## src/rtl/el2_pkg.sv

```systemverilog
//------------------------------------------------------------------------------
// Module      : el2_pkg
// Description : Shared types for the DCCM arbitration slice.
// Revision    : 1.0 - initial release
//------------------------------------------------------------------------------
`default_nettype none

package el2_pkg;

  // Which requester owns the DCCM read data returned in the next cycle.
  typedef enum logic [1:0] {
    OWN_NONE = 2'd0,
    OWN_LSU  = 2'd1,
    OWN_DMA  = 2'd2
  } el2_dccm_owner_t;

endpackage

`default_nettype wire

```

## src/rtl/el2_lsu_dccm_starve_cnt.sv

```systemverilog
//------------------------------------------------------------------------------
// Module      : el2_lsu_dccm_starve_cnt
// Description : Saturating starvation counter with increment, clear and max flag.
// Revision    : 1.0 - initial release
//------------------------------------------------------------------------------
`default_nettype none

module el2_lsu_dccm_starve_cnt #(
  parameter int MAX_CNT = 7,
  parameter int WIDTH   = $clog2(MAX_CNT + 1)
) (
  input  logic             clk,
  input  logic             rst,
  input  logic             inc,
  input  logic             clr,
  output logic [WIDTH-1:0] cnt_o,
  output logic             at_max
);

  localparam logic [WIDTH-1:0] C_MAX = WIDTH'(MAX_CNT);

  logic [WIDTH-1:0] cnt_d;
  logic [WIDTH-1:0] cnt_q;

  // Clear dominates increment so a grant in the same cycle always restarts.
  always_comb begin
    cnt_d = cnt_q;
    if (clr)                        cnt_d = '0;
    else if (inc && cnt_q != C_MAX) cnt_d = cnt_q + WIDTH'(1);
  end

  el2_rvdff_sr #(.WIDTH(WIDTH)) u_cnt_ff (
    .clk  (clk),
    .rst  (rst),
    .din  (cnt_d),
    .dout (cnt_q)
  );

  assign cnt_o  = cnt_q;
  assign at_max = (cnt_q == C_MAX);

endmodule

`default_nettype wire

```

## src/rtl/el2_rvdff_sr.sv

```systemverilog
//------------------------------------------------------------------------------
// Module      : el2_rvdff_sr
// Description : Plain D flop bank with synchronous active-high reset to zero.
// Revision    : 1.0 - initial release
//------------------------------------------------------------------------------
`default_nettype none

module el2_rvdff_sr #(
  parameter int WIDTH = 1
) (
  input  logic             clk,
  input  logic             rst,
  input  logic [WIDTH-1:0] din,
  output logic [WIDTH-1:0] dout
);

  always_ff @(posedge clk) begin
    if (rst) dout <= '0;
    else     dout <= din;
  end

endmodule

`default_nettype wire

```

## src/rtl/el2_lsu_dccm_arb.sv

```systemverilog
//------------------------------------------------------------------------------
// Module      : el2_lsu_dccm_arb
// Description : Single-port DCCM arbiter for LSU load, store-buffer drain, DMA.
// Revision    : 1.0 - initial release
//------------------------------------------------------------------------------
`default_nettype none

module el2_lsu_dccm_arb
  import el2_pkg::*;
#(
  parameter int DCCM_BITS        = 16,
  parameter int DCCM_FDATA_WIDTH = 39,
  parameter int DMA_STARVE_MAX   = 7
) (
  input  logic                                  clk,
  input  logic                                  rst,
  input  logic                                  lsu_rd_req,
  input  logic [DCCM_BITS-1:0]                  lsu_addr_lo,
  input  logic [DCCM_BITS-1:0]                  lsu_addr_hi,
  output logic                                  lsu_gnt,
  input  logic                                  lsu_kill,
  output logic                                  lsu_rvalid,
  input  logic                                  sb_wr_req,
  input  logic                                  sb_full,
  input  logic [DCCM_BITS-1:0]                  sb_addr_lo,
  input  logic [DCCM_BITS-1:0]                  sb_addr_hi,
  input  logic [DCCM_FDATA_WIDTH-1:0]           sb_wdata_lo,
  input  logic [DCCM_FDATA_WIDTH-1:0]           sb_wdata_hi,
  output logic                                  sb_gnt,
  input  logic                                  dma_req,
  input  logic                                  dma_write,
  input  logic [DCCM_BITS-1:0]                  dma_addr,
  input  logic [DCCM_FDATA_WIDTH-1:0]           dma_wdata,
  output logic                                  dma_gnt,
  output logic                                  dma_rvalid,
  output logic                                  dccm_wren,
  output logic                                  dccm_rden,
  output logic [DCCM_BITS-1:0]                  dccm_wr_addr_lo,
  output logic [DCCM_BITS-1:0]                  dccm_wr_addr_hi,
  output logic [DCCM_BITS-1:0]                  dccm_rd_addr_lo,
  output logic [DCCM_BITS-1:0]                  dccm_rd_addr_hi,
  output logic [DCCM_FDATA_WIDTH-1:0]           dccm_wr_data_lo,
  output logic [DCCM_FDATA_WIDTH-1:0]           dccm_wr_data_hi,
  output logic [$clog2(DMA_STARVE_MAX+1)-1:0]   starve_cnt_o
);

  localparam int C_CNT_W = $clog2(DMA_STARVE_MAX + 1);

  logic              starve_at_max;
  logic              starve_inc;
  logic              dma_force;
  el2_dccm_owner_t   rd_owner_d;
  logic [1:0]        rd_owner_q;

  assign dma_force = dma_req & starve_at_max;

  // Grant selection and memory drive; everything stays zero while in reset.
  always_comb begin
    lsu_gnt         = 1'b0;
    sb_gnt          = 1'b0;
    dma_gnt         = 1'b0;
    dccm_wren       = 1'b0;
    dccm_rden       = 1'b0;
    dccm_wr_addr_lo = '0;
    dccm_wr_addr_hi = '0;
    dccm_rd_addr_lo = '0;
    dccm_rd_addr_hi = '0;
    dccm_wr_data_lo = '0;
    dccm_wr_data_hi = '0;
    rd_owner_d      = OWN_NONE;

    if (!rst) begin
      if (dma_force)                  dma_gnt = 1'b1;
      else if (sb_wr_req && sb_full)  sb_gnt  = 1'b1;
      else if (lsu_rd_req)            lsu_gnt = 1'b1;
      else if (sb_wr_req)             sb_gnt  = 1'b1;
      else if (dma_req)               dma_gnt = 1'b1;
    end

    if (lsu_gnt) begin
      dccm_rden       = 1'b1;
      dccm_rd_addr_lo = lsu_addr_lo;
      dccm_rd_addr_hi = lsu_addr_hi;
      rd_owner_d      = OWN_LSU;
    end else if (sb_gnt) begin
      dccm_wren       = 1'b1;
      dccm_wr_addr_lo = sb_addr_lo;
      dccm_wr_addr_hi = sb_addr_hi;
      dccm_wr_data_lo = sb_wdata_lo;
      dccm_wr_data_hi = sb_wdata_hi;
    end else if (dma_gnt && dma_write) begin
      dccm_wren       = 1'b1;
      dccm_wr_addr_lo = dma_addr;
      dccm_wr_addr_hi = dma_addr;
      dccm_wr_data_lo = dma_wdata;
      dccm_wr_data_hi = dma_wdata;
    end else if (dma_gnt) begin
      dccm_rden       = 1'b1;
      dccm_rd_addr_lo = dma_addr;
      dccm_rd_addr_hi = dma_addr;
      rd_owner_d      = OWN_DMA;
    end
  end

  el2_rvdff_sr #(.WIDTH(2)) u_rd_owner_ff (
    .clk  (clk),
    .rst  (rst),
    .din  (rd_owner_d),
    .dout (rd_owner_q)
  );

  // Gating with rst drops data from a read granted just before reset.
  assign lsu_rvalid = ~rst & (rd_owner_q == OWN_LSU) & ~lsu_kill;
  assign dma_rvalid = ~rst & (rd_owner_q == OWN_DMA);

  assign starve_inc = dma_req & ~dma_gnt;

  el2_lsu_dccm_starve_cnt #(
    .MAX_CNT (DMA_STARVE_MAX),
    .WIDTH   (C_CNT_W)
  ) u_starve_cnt (
    .clk    (clk),
    .rst    (rst),
    .inc    (starve_inc),
    .clr    (~starve_inc),
    .cnt_o  (starve_cnt_o),
    .at_max (starve_at_max)
  );

endmodule

`default_nettype wire

```

## config.mk

```make
export PLATFORM = sky130hd
export DESIGN_NAME = el2_lsu_dccm_arb
export DESIGN_NICKNAME = d
export VERILOG_FILES = /design/src/rtl/el2_pkg.sv /design/src/rtl/el2_lsu_dccm_starve_cnt.sv /design/src/rtl/el2_rvdff_sr.sv /design/src/rtl/el2_lsu_dccm_arb.sv
export SDC_FILE = /design/constraint.sdc
export NUM_CORES = 1
export LEC_CHECK = 0
export CAP_MARGIN = 40
export CORE_AREA = 2 2 139 141
export CTS_CLUSTER_SIZE = 16
export DETAILED_ROUTE_END_ITERATION = 8
export DIE_AREA = 0 0 141 143
export PLACE_DENSITY = 0.51
export SLEW_MARGIN = 20
export SYNTH_ARGS = -nofsm -noshare
export SYNTH_HDL_FRONTEND = slang
export SYNTH_SLANG_ARGS = --single-unit
```

## constraint.sdc

```tcl
create_clock -name clk -period 1.8 [get_ports clk]
set_clock_uncertainty 0.05 [all_clocks]
set_input_delay 0.36 -clock clk [delete_from_list [all_inputs] [get_ports clk]]
set_output_delay 0.36 -clock clk [all_outputs]
set_load 0.01 [all_outputs]
```

# Word-level counts from Yosys, hierarchy flattened

Cells that the tools add are included.

Register bits after elaboration: 5
Bits of input ports: 205
Output and inout port bits: 152
Logic and storage cells: 63

Add/subtract/negate cells: 1
Equal/unequal tests: 4
Multiplexer cells: 41
Bitwise logic cells: 9
Reduce and logical (&&, ||, !) cells: 5

Operators by type and width:

| cell                  | number |
|---|---|
| $mux W39              | 5 |
| $mux W16              | 10 |
| $mux W1               | 25 |
| $and A1 B1 Y1         | 5 |
| $not A1 Y1            | 4 |
| $reduce_or A4 Y1      | 1 |
| $add A3 B1 Y3 const B | 1 |
| $eq A3 B3 Y1 const B  | 1 |
| $logic_and A1 B1 Y1   | 3 |
| $ne A3 B3 Y1 const B  | 1 |
| $eq A2 B1 Y1 const B  | 1 |
| $eq A2 B2 Y1 const B  | 1 |
| $mux W2               | 1 |
| $reduce_or A2 Y1      | 1 |

# Depth between registers and ports, before layout

Word-level depth: 10
Mapped depth: 8
Gate-level depth less buffers: 5

# By module

A second synthesis with hierarchy kept.

Cell total of the unflattened synthesis: 212
Area, all modules: 1814.2 µm²

By module, submodules not included:

| module                                | instances | cells an instance | area each (µm²) | seq. area each (µm²) |
|---|---|---|---|---|
| el2_lsu_dccm_arb                      | 1         | 190               | 1574.0          | 0.0 |
| el2_lsu_dccm_starve_cnt               | 1         | 12                | 108.9           | 0.0 |
| el2_rvdff_sr at u_starve_cnt.u_cnt_ff | 1         | 6                 | 78.8            | 60.1 |
| el2_rvdff_sr at u_rd_owner_ff         | 1         | 4                 | 52.6            | 40.0 |

# Least setup slack after synthesis

OpenSTA, ideal clock, no wires.

Path kind: reg-to-output
Start: register u_starve_cnt.u_cnt_ff.dout[0]
End: output dccm_wr_addr_hi[0]
Data arrival time: 1607 ps
Data required time: 1390 ps
Slack: -217 ps
Cell stages (with the launch flop): 9
Path through: dfxtp_1 > ha_1 > ha_1 > a21oi_1 > and3_1 > buf_2 > buf_6 > buf_6 > a22o_1

Longest elaborated chain between the ends: 8
Elaborated cells between the ends (all ways): 12
Classes of those cells: eq/ne: 1; mux: 9; bitwise: 1; reduce/logical: 1

RTL lines:

| element                  | RTL line                      | source |
|---|---|---|
| start: declaration       | el2_rvdff_sr.sv:14            | `output logic [WIDTH-1:0] dout` |
| start signal: assignment | el2_rvdff_sr.sv:19            | `else dout <= din;` |
| $eq A3 B3 Y1 (*)         | el2_lsu_dccm_starve_cnt.sv:40 | `assign at_max = (cnt_q == C_MAX);` |
| $and A1 B1 Y1 (*)        | el2_lsu_dccm_arb.sv:55        | `assign dma_force = dma_req & starve_at_max;` |
| $mux W1                  | el2_lsu_dccm_arb.sv:73        | `if (dma_force) dma_gnt = 1'b1;` |
| $mux W1                  | el2_lsu_dccm_arb.sv:72        | `if (!rst) begin` |
| $logic_and A1 B1 Y1      | el2_lsu_dccm_arb.sv:91        | `end else if (dma_gnt && dma_write) begin` |
| $mux W16                 | el2_lsu_dccm_arb.sv:91        |  |
| $mux W16                 | el2_lsu_dccm_arb.sv:85        | `end else if (sb_gnt) begin` |
| $mux W16 (*)             | el2_lsu_dccm_arb.sv:80        | `if (lsu_gnt) begin` |
| end: declaration         | el2_lsu_dccm_arb.sv:39        | `output logic [DCCM_BITS-1:0] dccm_wr_addr_hi,` |

Every way passes the cells marked *; elsewhere a longest branch is shown, timed or not.

# Final worst setup path

Start: register u_starve_cnt.u_cnt_ff.dout[1]
End: output dccm_wr_addr_hi[5]

The elaborated chain is that of the path after synthesis.

==> results.yml <==
run_status:
  result_of_the_run: "finished with violations"
  violations: "setup timing"
logic_synthesis:
  post_synth_and_or_nand_nor_area_fraction: 0.0662
  synth_area_um2: 1720
  synth_seq_area_share: 0.0582
  synth_fa_ha_area_frac: 0.0145
  synth_cell_type_count: 20
  largest_family_of_logic_cells_by_synthesized_area: "compound AO/OA/AOI/OAI gates"
  synth.mux.area_fraction: 0
  synthCells: 201
  yosys_warnings: 0
  xor_xnor_portion_of_the_synthesized_cell_area: 0
  post_synth.cell_area_avg_um2: 8.56
  compound_gate_portion_of_the_synthesized_area: 0.736
  mappedNetlistNets: 408
  synth.ff_latch_count: 5
route:
  drt_iter0_drc: 95
  vias_per_cell: 4.45
  drt_pass1_iterations: 4
  antenna_left: 0
  drc_errors: 0
  detail_route.wirelength_mm: 18.3
  detailroute.via_count: 3752
  detail_route.wl_per_cell_um: 21.7
power_and_ir_drop:
  irDropWorstVdd_mv: 0.329
  total_leakage_power_nw: 2.95
  pwr_density_cell_nw_per_um2: 279
worst_setup_path:
  critical_path_cell_list: "ha_4 > ha_4 > o21bai_4 > and3_4 > buf_12 > buf_12 > buf_12 > buf_16 > a22o_1 > buf_2"
  path_max_fanout: 5
  cp_data_arrival_time_ns: 2.07
  r2r_cells: 7
  critical_path_s_largest_stage_delay_ns: 0.33
  r2r_setup_slack_ns: 0.31
  crit-reg2reg-capture: "u_starve_cnt.u_cnt_ff.dout[0]$_SDFFE_PP0P_"
  worst_path_most_repeated_cell: "sky130_fd_sc_hd__buf_12"
  worstReg2RegStart: "u_starve_cnt.u_cnt_ff.dout[1]$_SDFFE_PP0P_"
  critical-path-slowest-cell: "sky130_fd_sc_hd__dfxtp_2"
  critical_path.top_delay_family: "buffers and inverters"
  setup.worst_path.end_class: "primary output"
  critPathLaunchType: "flop"
  crit_type: "reg -> out"
  critical_path_required_ns: 1.39
  cp.buffers_inverters: 5
cells_and_area:
  final_net_count: 817
  layout.cell_area.non_filler_um2: 6390
  nFillCells: 1922
  post_route_cells_drive_above_1_share: 0.407
  most-common-layout-cells: "sky130_fd_sc_hd__clkdlybuf4s50_1, sky130_fd_sc_hd__a22o_1, sky130_fd_sc_hd__buf_2"
  mostFrequentLayoutCell: "sky130_fd_sc_hd__clkdlybuf4s50_1"
  areaGrowthSynthToFinish_pct: 272
global_routing:
  globalRoute.totalOverflow: 0
  grt_util_all_layers: 0.158
  grt_pass1_wl_mm: 24.4
  grt_antenna_before_repair: 1
  grt_max_degree: 31
  grt_pass1_vias: 3874
clocking:
  clock_latency_ns: 0.22
  h-tree-depth: 1
  clock_tree.buffer_depth: 2
  cts_made_buffers: 3
  cts.hold.buffers_added: 0
  clk_pin_slew_ns: 0.03
  clock_tree.root_cell: "sky130_fd_sc_hd__clkbuf_16"
  cts_num_sinks: 5
  cts_tree: "built"
timing:
  final_min_period_over_clock_period: 1.38
  hold_slack_ns: 0.483
  worst_slew_margin_rel: 0.827
  rsz0062_at_grt: "true"
  setup_tns_ns: -78.98
  worst_slack_setup_final_ns: -0.677
  worst-slew-pin-transition_ns: 0.258
  hold_viol: 0
  clock.fmax_mhz: 404
  slew_viol_final: 0
  timing.final.crit_period_ns: 2.48
  setup_viol_count_final: 147
placement:
  detailed_place_hpwl_mm: 11.1
  detailedPlace.worstSlack_ns: -0.945
  place.gp.congestion: 0.875
  io_buffers: 356
  placedInstanceArea_um2: 5620
floorplanning:
  die-area_um2: 20200
  fp.dieH_um: 143
  floorplan.initialDensity: 0.0926
  std_cell_rows: 50
  die_w_um: 141
  floorplan.core_area_um2: 18600
  io_pins: 357
min_path:
  holdPathEnd: "u_rd_owner_ff.dout[0]$_SDFF_PP0_"
  timing.hold.worst_path_depth: 3
  holdCritStartpoint: "sb_full"
  min-delay-path-class: "in -> reg"
run:
  max-cap-violations: 0
-- worst min-delay path: stages --
cell and delay (ns):
sky130_fd_sc_hd__dlymetal6s2s_1 0.10, sky130_fd_sc_hd__nand2_1 0.07, sky130_fd_sc_hd__and3_1 0.18
-- registers in the layout, indices dropped and copies added, names as in the netlist --
signal                      flops
u_rd_owner_ff.dout              2
u_starve_cnt.u_cnt_ff.dout      3
-- worst max-delay path by stage --
stage / startpoint / end / slack (ns) / cells past startpoint
global route: u_starve_cnt.u_cnt_ff.dout[1]$_SDFFE_PP0P_ / dccm_wr_addr_hi[12] / -0.73 / 10
floorplan: u_starve_cnt.u_cnt_ff.dout[0]$_SDFFE_PP0P_ / dccm_wr_addr_hi[0] / -0.08 / 8
CTS: u_starve_cnt.u_cnt_ff.dout[1]$_SDFFE_PP0P_ / dccm_wr_addr_hi[15] / -0.67 / 10
global placement: dma_req / dccm_wr_data_lo[21] / -0.93 / 6
finish: u_starve_cnt.u_cnt_ff.dout[1]$_SDFFE_PP0P_ / dccm_wr_addr_hi[5] / -0.68 / 10
detailed placement: dma_req / dccm_wr_data_lo[21] / -0.95 / 6
-- power breakdown --
group / internal [mW] / switching, mW
Sequential: 0.115 / 0.00292
Clock: 0.293 / 0.0640
Combinational: 0.845 / 0.466
Total: 1.25 / 0.533
-- synthesized netlist by cell type, drive strengths merged --
library cell,n,area share
a21oi,1,0.0029
a22o,142,0.72
and3,6,0.022
buf,31,0.12
clkbuf,1,0.0022
dfxtp,5,0.058
ha,2,0.015
nand2,1,0.0022
nand2b,2,0.0073
nor2,1,0.0022
nor2b,1,0.0036
nor3,2,0.012
nor3b,1,0.0044
nor4b,1,0.0051
o21ba,1,0.0058
o21bai,1,0.0044
or2,2,0.0073
-- what timing repair did --
action	in CTS	in global routing
pin swaps	30	22
setup endpoints to repair	149	147
gates cloned	22	7
gates resized for setup	649	50
buffers inserted	30	14
-- metrics by stage --
stage,power (mW),std cells,util
finish,1.79,844,0.344
detailed placement,1.27,778,0.302
global placement,1.27,778,0.302
CTS,1.76,832,0.333
floorplan,0.443,201,-
global route,1.88,844,0.344
-- area by class of cell --
class / count / area (um^2) / share of cell area
Timing Repair Buffer: 436 / 4400 / 0.688
Multi-Input combinational cell: 164 / 1520 / 0.237
Tap cell: 234 / 293 / 0.0458
Sequential cell: 5 / 103 / 0.0161
Clock buffer: 4 / 78.8 / 0.0123
Antenna cell: 1 / 2.50 / 0.000391
-- routing by layer --
layer  wire, um  global-route usage
met1       7140               0.184
met2       9590               0.304
met3       1400              0.0272
met4        163              0.0300
met5          0                   0
-- cell families (layout without fill, tap and decap cells) --
kind of cell | count (synthesis) | count (layout)
AO/OA/AOI/OAI | 145 | 145
adder cells (fa/ha/maj) | 2 | 2
buffers and inverters | 32 | 440
flip-flops | 5 | 5
other | 0 | 1
AND/OR/NAND/NOR | 17 | 17
Power figures use the tool's default switching activity.
